## src/rtl/fma16_result_stage.sv

```systemverilog
// Output register stage for fma16 results: 2-entry skid buffer behind a valid/ready
// handshake, sticky {nv,of,uf,nx} accumulation and a retired-operation counter.
module fma16_result_stage #(
    parameter int CNT_W = 16
) (
    input  logic             clk,
    input  logic             reset,
    input  logic             in_valid,
    output logic             in_ready,
    input  logic [15:0]      in_result,
    input  logic [3:0]       in_flags,
    output logic             out_valid,
    input  logic             out_ready,
    output logic [15:0]      out_result,
    output logic [3:0]       out_flags,
    input  logic             fflags_we,
    input  logic [3:0]       fflags_wdata,
    output logic [3:0]       fflags,
    output logic [CNT_W-1:0] retire_cnt
);

    typedef enum logic [1:0] {
        ST_EMPTY = 2'd0,
        ST_ONE   = 2'd1,
        ST_FULL  = 2'd2
    } state_e;

    state_e             state_q, state_d;
    logic [15:0]        head_res_q, head_res_d;
    logic [3:0]         head_flg_q, head_flg_d;
    logic [15:0]        skid_res_q, skid_res_d;
    logic [3:0]         skid_flg_q, skid_flg_d;
    logic               out_valid_q;
    logic               in_ready_q;
    logic [3:0]         fflags_q, fflags_d;
    logic [CNT_W-1:0]   cnt_q, cnt_d;
    logic               accept_s;
    logic               retire_s;

    // Next-state for the skid FSM, sticky flags and retire counter.
    always_comb begin
        accept_s   = in_valid & in_ready_q;
        retire_s   = out_valid_q & out_ready;
        state_d    = state_q;
        head_res_d = head_res_q;
        head_flg_d = head_flg_q;
        skid_res_d = skid_res_q;
        skid_flg_d = skid_flg_q;
        case (state_q)
            ST_EMPTY: begin
                if (accept_s) begin
                    head_res_d = in_result;
                    head_flg_d = in_flags;
                    state_d    = ST_ONE;
                end else begin
                    state_d    = ST_EMPTY;
                end
            end
            ST_ONE: begin
                if (accept_s && retire_s) begin
                    head_res_d = in_result;
                    head_flg_d = in_flags;
                end else if (accept_s) begin
                    skid_res_d = in_result;
                    skid_flg_d = in_flags;
                    state_d    = ST_FULL;
                end else if (retire_s) begin
                    state_d    = ST_EMPTY;
                end else begin
                    state_d    = ST_ONE;
                end
            end
            ST_FULL: begin
                // in_ready is low here, so the only event is draining the head.
                if (retire_s) begin
                    head_res_d = skid_res_q;
                    head_flg_d = skid_flg_q;
                    state_d    = ST_ONE;
                end else begin
                    state_d    = ST_FULL;
                end
            end
            default: begin
                state_d = ST_EMPTY;
            end
        endcase
        // Retiring flags are OR'd on top of a software write so none are lost.
        fflags_d = (fflags_we ? fflags_wdata : fflags_q) | (retire_s ? head_flg_q : 4'b0000);
        cnt_d    = cnt_q + {{(CNT_W-1){1'b0}}, retire_s};
    end

    // State and output registers; handshake outputs are decoded from next state.
    always_ff @(posedge clk) begin
        if (reset) begin
            state_q     <= ST_EMPTY;
            head_res_q  <= 16'h0000;
            head_flg_q  <= 4'b0000;
            skid_res_q  <= 16'h0000;
            skid_flg_q  <= 4'b0000;
            out_valid_q <= 1'b0;
            in_ready_q  <= 1'b1;
            fflags_q    <= 4'b0000;
            cnt_q       <= '0;
        end else begin
            state_q     <= state_d;
            head_res_q  <= head_res_d;
            head_flg_q  <= head_flg_d;
            skid_res_q  <= skid_res_d;
            skid_flg_q  <= skid_flg_d;
            out_valid_q <= (state_d != ST_EMPTY);
            in_ready_q  <= (state_d != ST_FULL);
            fflags_q    <= fflags_d;
            cnt_q       <= cnt_d;
        end
    end

    assign in_ready   = in_ready_q;
    assign out_valid  = out_valid_q;
    assign out_result = head_res_q;
    assign out_flags  = head_flg_q;
    assign fflags     = fflags_q;
    assign retire_cnt = cnt_q;

endmodule

```

## config.mk

```make
export PLATFORM = sky130hd
export DESIGN_NAME = fma16_result_stage
export DESIGN_NICKNAME = d
export VERILOG_FILES = /design/src/rtl/fma16_result_stage.sv
export SDC_FILE = /design/constraint.sdc
export NUM_CORES = 1
export LEC_CHECK = 0
export CORE_MARGIN = 10
export CORE_UTILIZATION = 44
export DETAILED_ROUTE_END_ITERATION = 6
export MAX_ROUTING_LAYER = met4
export PLACE_DENSITY = 0.76
export SETUP_SLACK_MARGIN = 0.4
export SYNTH_ARGS = -nofsm -noshare
export SYNTH_HDL_FRONTEND = slang
export SYNTH_SLANG_ARGS = --single-unit
export TNS_END_PERCENT = 1
```

## constraint.sdc

```tcl
create_clock -name clk -period 1.8 [get_ports clk]
set_clock_uncertainty 0.1 [all_clocks]
set_input_delay 0.36 -clock clk [delete_from_list [all_inputs] [get_ports clk]]
set_output_delay 0.36 -clock clk [all_outputs]
set_load 0.02 [all_outputs]
```

==> summary.txt <==
Synth
  – Post-Synth Adder-Cell Area: 0.00898
  – Synth Area in Simple Gates: 0.206
  – Yosys warning total: 0
  – EDFF count, synth: 0
  – Most frequent cells after synthesis: dfxtp_1 (64), nand2_1 (53), a21oi_1 (27)
  – Compound-Gate Fraction of Synth Area: 0.152
  – Mapped cell area: 2790 um^2
  – Cell taking the most area after synthesis: dfxtp_1
  – Cells after Synth: 300
  – Largest family of logic cells by synthesized area: simple AND/OR/NAND/NOR gates
  – Yosys cell types: 35
  – Synth Area per Inst: 9.28 um^2
  – Synth Area in XOR/XNOR: 0.0283
  – Syn nets: 331
  – Seq/Total Area, Yosys: 0.460
  – FFs w/ async S/R, synth: 0
  – Mux contribution to synthesized area: 0.102
  – Most frequent cell after synthesis: dfxtp_1
  – Yosys top cell area share: 0.460
  – Top cells by area, synth: dfxtp_1 (46%), a211oi_2 (9.0%), mux2i_1 (8.6%), nand2_1 (7.1%), a21oi_1 (4.9%)
  – Main synth FF type: dfxtp_1
  – Register bit total from synthesis: 64

Cells and area
  – # diodes: 0
  – Fill cells: 519
  – Final Non-Filler Cells: 466
  – Area growth, synth to finish: 41.4%
  – Multi-input logic area: 1460 um^2
  – Final #Nets: 418
  – FF/Latch Area: 1290 um^2
  – Layout cells sized above 1: 0.220

Detailed routing
  – Total iterations of the first detailed-routing run: 4
  – ANT nets after route: 0
  – DRC violations left: 0
  – Vias after detailed routing: 2452
  – WL final: 7.24 mm
  – Starting DRT DRC Count: 82
  – Routed vias/inst: 5.26
  – Wire per inst: 15.5 um

STA
  – Final period utilization: 0.885
  – Slew HR: 0.768
  – Final Hold Viols: 0
  – Worst Max-Slew Pin Slew: 349 ps
  – Setup Total Neg Slack: 0 ps
  – Fin crit period: 1590 ps
  – Worst setup margin: 208 ps
  – Slew Limit Fails: 0
  – Final-report setup violation count: 0
  – Unrepaired setup endpoints after global routing: true
  – FMAX: 0.628 GHz

CTS
  – Worst-path clk slew: 60 ps
  – Hold bufs inserted after CTS: 0
  – Worst-skew pair later-pin latency: 330 ps
  – Root buf cell: clkbuf_8
  – Max clock buf depth: 2
  – CTS tree: built
  – Total number of clock tree sinks: 64
  – Number of buffers created by CTS: 9
  – H-Tree Depth: 3

GRT
  – Largest net degree at the start of global routing: 28
  – GR peak layer: met2
  – M2 GR Usage: 0.233
  – Total grt overflow: 0
  – First-pass GRT wire length: 11.6 mm
  – Met3 GRT Util: 0.0353
  – Total Routing Usage GR: 0.145
  – GR Layer Usage met1: 0.166
  – Initial antenna violation count: 0
  – Vias in the first global route: 2381

Worst setup path
  – CP Cell Sequence: clkdlybuf4s15_1
  – Buf+Inv Stages, Crit Path: 1
  – Worst r2r dst: retire_cnt[9]
  – Crit. Startpoint: retire_cnt[1]
  – Reg-to-reg slack, setup: 220 ps
  – Crit path capture type: output port
  – Worst R2R Path Depth: 9
  – End point of the critical path: retire_cnt[1]
  – Reg-to-Reg Start: out_valid
  – WP data arrival: 1130 ps
  – Startpoint types: register
  – Worst path depth: 1
  – CP max stage delay: 460 ps
  – CP Class: reg -> out
  – Worst Path Required: 1340 ps
  – Slowest-stage cell, CP: dfxtp_1
  – Critical Path Fanout Max: 5
  – CP top delay family: flip-flops

Min path
  – Worst Hold Class: in -> reg

Power and ir drop
  – P_int: 2.58 mW
  – Combinational Power Share: 0.202
  – Psw: 973 uW
  – Sequential share of power: 0.444
  – IR Drop Worst-Case VDD: 581 uV
  – Clk network pwr share: 0.353
  – Leak Pwr: 1.77 nW
  – Sw frac: 0.274
  – Post-route total power: 3.55 mW
  – Power Density: 902 nW/um^2

Flow run
  – Max-cap viol count: 0

Run status
  – Status: completed

Placed design
  – Detailed Place HPWL: 5.17 mm
  – Post-placement cell count: 446
  – Dpl ws: -378 ps
  – Gp weighted congestion: 0.733
  – IO Port Bufs: 70

Floorplanning
  – Ports: 71
  – Die footprint: 9910 um^2
  – Row cnt: 28
  – Height of the die: 99.6 um
  – Core area: 6030 um^2
  – Initial core utilization: 0.462
  – Die Wd: 99.6 um
routing by layer:
layer / vias up / part of all wire / wire (um)
met3: 14 / 0.044 / 316
met5: - / 0 / 0
li1: 1213 / - / -
met1: 1170 / 0.45 / 3240
met2: 55 / 0.49 / 3540
met4: 0 / 0.020 / 146
worst reg2reg max path, cell delays in order (launching register included):
cell     delay [ps]
dfxtp_4         360
nand2_4          50
inv_4            60
ha_4            140
nand3_4          90
buf_4           140
buf_4           130
nor3_1          190
xnor2_1         150
nor2_1           50
repair_timing:
action / 4_1_cts / 5_1_grt
resized for setup: 46 / 12
buffers inserted: 3 / 2
endpoints found under the setup margin: 98 / 99
hold endpoints to repair: 0 / 0
pin swaps: 3 / 6
kinds of logic after synthesis:
family,after synthesis
muxes,28
xor gates and xnor gates,9
buffers and inverters,24
AOI/OAI and AO/OA,52
adders and majority gates,2
DFF,64
and+or+nand+nor,121
stage by stage:
stage	utilization	instance area [um^2]	hold slack, ps
4_1_cts	0.644	3880	275
6_report	0.654	3940	289
3_5_place_dp	0.613	3690	346
3_3_place_gp	0.613	3690	341
5_1_grt	0.654	3940	308
2_1_floorplan	-	2830	336
cells in the final DEF, fill, tap and decap left out, types with 3 or more instances in the layout:
cell type        synthesis  final
dfxtp_2                  0      4
dfxtp_1                 64     59
nor2_1                  18     16
mux2i_1                 24     24
nor3_1                  23     23
clkbuf_8                 0     12
nand2_1                 53     51
buf_6                    2      3
dlygate4sd2_1            0     42
nand3_1                 10      9
xnor2_1                  7      7
buf_4                    1     23
nor2b_1                  6      6
a211oi_2                20     20
a21oi_1                 27     26
clkdlybuf4s50_1          0     25
flip-flops by register name, summed over array words and instances (netlist names):
signal      cells
fflags          4
in_ready        1
out_flags       4
out_result     16
out_valid       1
retire_cnt     16
skid_flg_q      4
skid_res_q     16
state_q         2
power groups by stage:
stage	Combinational [mW]	Clock, mW	Sequential (mW)
4_1_cts	0.720	1.28	1.58
3_3_place_gp	0.750	0	1.61
6_report	0.718	1.26	1.58
2_1_floorplan	0.349	0	1.70
3_5_place_dp	0.764	0	1.61
5_1_grt	0.778	1.36	1.59
area by class of cell:
| type | instances | area share |
|---|---|---|
| clock inverters | 3 | 0.0102 |
| inverters | 3 | 0.00349 |
| flip-flops and latches | 64 | 0.328 |
| repair buffers | 97 | 0.221 |
| clock buffers | 12 | 0.0419 |
| multi-input cells | 212 | 0.372 |
| well taps | 75 | 0.0238 |
worst min-delay path by stage:
stage                  startpoint             end  cells after the start
finish                      reset  retire_cnt[11]                      2
global placement    skid_res_q[9]   skid_res_q[9]                      2
CTS                         reset   retire_cnt[1]                      2
global route                reset  retire_cnt[11]                      2
detailed placement  skid_res_q[8]   skid_res_q[8]                      2
floorplan           skid_flg_q[0]   skid_flg_q[0]                      2
Note: power is estimated with default switching activity, not from simulation.
==> RTL change 1 (same settings) <==
Make the reset (`reset`) asynchronous in one clocked block.
--- a/src/rtl/fma16_result_stage.sv
+++ b/src/rtl/fma16_result_stage.sv
@@ -90,7 +90,7 @@
     end
 
     // State and output registers; handshake outputs are decoded from next state.
-    always_ff @(posedge clk) begin
+    always_ff @(posedge clk or posedge reset) begin
         if (reset) begin
             state_q     <= ST_EMPTY;
             head_res_q  <= 16'h0000;
Behaviour: differs if reset is asserted again (counterexample within 4 cycles, from zero or initial values and one cycle with reset high); with reset held inactive, the same outputs for 10 cycles.
==> RTL change 1 against the unedited design <==
  * Routed wire length decreased by 14%
  * First-iteration DRC count is 72% lower
  * Design area grew 3.3%
  * Core utilization shrank 1.7 points
  * Non-clock buffer count is 8 lower
  * Area after synthesis up 3.9%
  * Setup slack got worse by 0.044 ns
  * Synthesized cell count is 35% lower
  * Sequential cell count unchanged
  * Global-route usage shrank 1.6 points
Power is not compared: it rests on default switching activity, and its combinational part moved more than twofold at a synthesized area within 25%.
==> RTL change 1: results (changes against the unedited design) <==
Status
  – Outcome: finished, final reports clean

Synth
  – Ys async rst share: 1.000 (+1.000)
  – Netlist cell types: 32 (-8.6%)
  – Synth top area cells: dfrtp_1 54%, mux2_4 16%, mux2_2 11%
  – Synth top cells by count: 63 x dfrtp_1, 30 x mux2_4, 27 x mux2_2, 12 x xnor2_1, 9 x nand3_1
  – Seq/Total Area, Yosys: 0.5538 (+0.09381)

Placement
  – Hpwl dp: 4.428 mm (-14%)
  – Placed cell area: 0.003801 mm2 (+2.9%)

GRT
  – Largest net degree at the start of global routing: 40 (+43%)
  – First-pass GRT wire length: 10.14 mm (-13%)
  – GR Layer Usage met3: 0.04184 (+0.006544)
  – Number of global-route vias before repair: 2,053 (-14%)
  – GRT met2 Usage: 0.1982 (-0.03472)
  – Met1 Track Usage GR: 0.1505 (-0.01553)

Setup path
  – CP peak stage delay: 0.57 ns (+0.11 ns)
  – Crit-path slowest cell: dfstp_2
  – Worst Path Arrival: 1.75 ns (+0.62 ns)
  – CP max FO: 8 (+3)

Route
  – DR iter-0 viols: 23 (-72%)
  – DR WL/cell: 17.01 um (+9.5%)
  – WL met2: 3.007 mm (-15%)
  – Met3 WL: 394 um (+25%)
  – Post-Route M1 WL: 2.766 mm (-15%)

Clocking
  – Post-CTS setup buffers: 0 (-3)

Timing
  – Relative slew slack: 0.7357 (-0.03188)

Cells and area
  – Layout cell share with drive strength beyond 1: 0.3724 (+0.1525)
  – Fillers: 516 (-0.58%)

Min path
  – Min-delay worst type: in2async
RTL change 1: per-stage QoR:
stage	setup slack (ns)	std cells
CTS	0.1627	366
detailed placement	-0.2762	352
global route	0.1228	367
finish	0.1631	367
floorplan	-0.06298	194
global placement	-0.2068	352
RTL change 1: cell families after synthesis:
| group | after synthesis | share of synthesized area |
|---|---|---|
| AO/OA/AOI/OAI | 13 | 0.03502 |
| XOR/XNOR | 14 | 0.04237 |
| adder cells (fa/ha/maj) | 2 | 0.008645 |
| buffers and inverters | 10 | 0.03113 |
| flip-flops | 64 | 0.5538 |
| multiplexers | 60 | 0.2724 |
| AND/OR/NAND/NOR | 31 | 0.05663 |
RTL change 1: area by class of cell:
type | instances | area, um2 | share of cell area
well taps | 77 | 96.34 | 0.02369
clock buffers | 11 | 151.4 | 0.03722
repair buffers | 89 | 873.3 | 0.2147
flip-flops and latches | 64 | 1603 | 0.3940
multi-input cells | 120 | 1284 | 0.3156
clock inverters | 3 | 42.54 | 0.01046
inverters | 3 | 17.52 | 0.004306
RTL change 1: final timing paths:
kind | cells after the start | slack (ns) | start | end
min reg2reg | 1 | 0.37 | retire_cnt[15]$_DFF_PP0_ | retire_cnt[15]$_DFF_PP0_
max | 5 | 0.16 | in_ready$_DFF_PP1_ | out_result[12]$_DFFE_PP0P_
min | 2 | 0.28 | reset | out_result[14]$_DFFE_PP0P_
min in group clk | 4 | 0.36 | out_ready | retire_cnt[0]$_DFF_PP0_
max reg2reg | 5 | 0.16 | in_ready$_DFF_PP1_ | out_result[12]$_DFFE_PP0P_
max in group asynchronous | 3 | 0.80 | reset | skid_res_q[3]$_DFFE_PP0P_
RTL change 1: timing repair:
action,4_1_cts,5_1_grt
hold endpoints to repair,0,0
endpoints found under the setup margin,96,96
pin swaps,1,6
resized for setup,60,9
hold buffers,0,0
cloned,0,1
==> RTL change 2 (same flow settings) <==
Without the edit above. The parameter `CNT_W` goes from 16 to 32.
--- a/src/rtl/fma16_result_stage.sv
+++ b/src/rtl/fma16_result_stage.sv
@@ -1,7 +1,7 @@
 // Output register stage for fma16 results: 2-entry skid buffer behind a valid/ready
 // handshake, sticky {nv,of,uf,nx} accumulation and a retired-operation counter.
 module fma16_result_stage #(
-    parameter int CNT_W = 16
+    parameter int CNT_W = 32
 ) (
     input  logic             clk,
     input  logic             reset,
Interface: changed (resized retire_cnt); port bits go from 71 to 87. The function was not compared with the original's and may differ.
==> RTL change 2 against the unedited design <==
  * The run now ends with setup timing left
  * Sequential cell count grew 16
  * Synthesized cell count grew 22%
  * Critical path depth is 8 higher
  * Total power grew 23%
  * Area after synthesis is 23% higher
  * Setup slack worse by 0.61 ns
  * Design area rose by 34%
  * Routed wire length increased by 42%
==> RTL change 2: results (changes against the unedited design) <==
Route
  – Via Count: 3,321 (+35%)
  – DR iter-0 viols: 116 (+41%)
  – DR WL/cell: 17.14 um (+10%)
  – Final WL: 10.30 mm (+42%)

GRT
  – GR Layer Usage met3: 0.03391 (-0.001386)
  – Gr usage total: 0.1710 (+0.02549)
  – GRT met2 Usage: 0.2810 (+0.04807)
  – First-pass GRT wire length: 16.03 mm (+38%)
  – Met1 Track Usage GR: 0.2019 (+0.03592)

Timing
  – Final Setup Violations: 19 (+19)
  – Relative slew slack: 0.7359 (-0.03167)
  – Worst setup margin: -0.4018 ns (-0.6094 ns)
  – TNS Setup: -5.797 ns (-5.797 ns)

Synth
  – Post-Synth XOR/XNOR Area: 0.02823 (-0.00007608)
  – Post-synthesis area per instance: 9.326 um2 (+0.45%)
  – Mux cell area share after synthesis: 0.1323 (+0.02991)
  – Synth top area cells: dfxtp_1 47%, mux2i_1 13%, a211oi_1 4.4%
  – Synth top cells by count: 80 x dfxtp_1, 44 x mux2i_1, 32 x nor2_1, 24 x a21oi_1, 23 x nor3_1
  – Netlist cell types: 36 (+2.9%)
  – Mapped Nets: 397 (+20%)
  – Post-synthesis compound-gate area fraction: 0.1250 (-0.02684)
  – Seq/Total Area, Yosys: 0.4692 (+0.009190)

Placement
  – Placement Setup Slack: -0.9581 ns (-0.5796 ns)
  – RePlAce Congestion: 0.8138 (+11%)
  – Hpwl dp: 6.749 mm (+31%)
  – Cell count after placement: 576 (+29%)

Setup path
  – CP max FO: 6 (+1)
  – Flop-to-flop setup slack: -0.40 ns (-0.62 ns)
  – Worst Path Arrival: 2.34 ns (+1.21 ns)
  – WS Path Type: reg2reg
  – CP startpoint: out_valid$_SDFF_PP0_
  – Crit Reg-Reg Endpoint: retire_cnt[22]$_SDFF_PP0_

Status
  – Failing checks: setup timing
  – Outcome: finished, violations left

Cells and area
  – Layout cell share with drive strength beyond 1: 0.4048 (+0.1849)

Clocking
  – Clock latency on the worst-skew pair: 0.35 ns (+0.02 ns)
  – Clk slew on worst S/H paths: 0.08 ns (+0.02 ns)

Power
  – Max VDD drop: 0.5872 mV (+1.0%)
RTL change 2: changes by cell type in the layout (fill, tap and decap cells not counted), sizes merged, moves of 16 or more:
cell and delta:
buf +60, dlygate4sd2 -40, nand2 -36, clkbuf +24, mux2i +20, dfxtp +16
RTL change 2: per-layer routing:
layer | vias to the layer above | wire [um] | share of wire
met5 | - | 0 | 0
met4 | 0 | 221 | 0.021
met3 | 21 | 582 | 0.056
met2 | 103 | 5186 | 0.50
met1 | 1608 | 4311 | 0.42
li1 | 1589 | - | -
RTL change 2: repair_timing:
action / in CTS / in global routing
resized for setup: 152 / 140
pin swaps: 20 / 48
endpoints found under the setup margin: 129 / 121
setup buffers: 8 / 1
RTL change 2: worst min-delay path by stage:
stage	to	start	slack (ns)
after floorplan	skid_flg_q[0]$_SDFFE_PP0P_	skid_flg_q[0]$_SDFFE_PP0P_	0.36
after global placement	fflags[1]$_SDFF_PP0_	out_flags[1]$_SDFFE_PP0P_	0.36
after detailed placement	fflags[1]$_SDFF_PP0_	out_flags[1]$_SDFFE_PP0P_	0.37
after CTS	state_q[0]$_SDFF_PP0_	reset	0.29
after global routing	state_q[0]$_SDFF_PP0_	reset	0.32
final	state_q[0]$_SDFF_PP0_	reset	0.31
RTL change 2: metrics by stage:
step	hold slack [ns]	instance area, um2
final	0.3089	5270
after global routing	0.3163	5270
after CTS	0.2927	5191
after detailed placement	0.3670	4721
after global placement	0.3609	4721
after floorplan	0.3627	3462
RTL change 2: worst max-delay path: stages (launching register included):
cell and delay (ns):
dfxtp_4 0.35, and2_4 0.14, ha_4 0.14, ha_4 0.12, nand4_1 0.13, or3_4 0.44
buf_6 0.14, buf_4 0.13, o31ai_1 0.28, a21oi_1 0.11
RTL change 2: cell families (layout without fill, tap and decap cells):
logic type               Yosys count  after routing
flip-flops                        80             80
buffers and inverters             35            168
multiplexers                      45             45
adder cells (fa/ha/maj)            2              2
AO/OA/AOI/OAI                     67             67
AND/OR/NAND/NOR                  126            126
XOR/XNOR                          11             11
RTL change 2: where the power goes:
group	switching, mW	total [mW]	internal (mW)
Sequential	0.0767	1.96	1.89
Combinational	0.463	0.837	0.375
Clock	0.673	1.58	0.911
RTL change 2: final cells by class:
class,instances,area [um2]
fillers,544,2377
multi-input cells,251,1971
flip-flops and latches,80,1628
repair buffers,144,1266
clock buffers,11,162.7
well taps,102,127.6
clock inverters,5,85.08
inverters,8,30.03
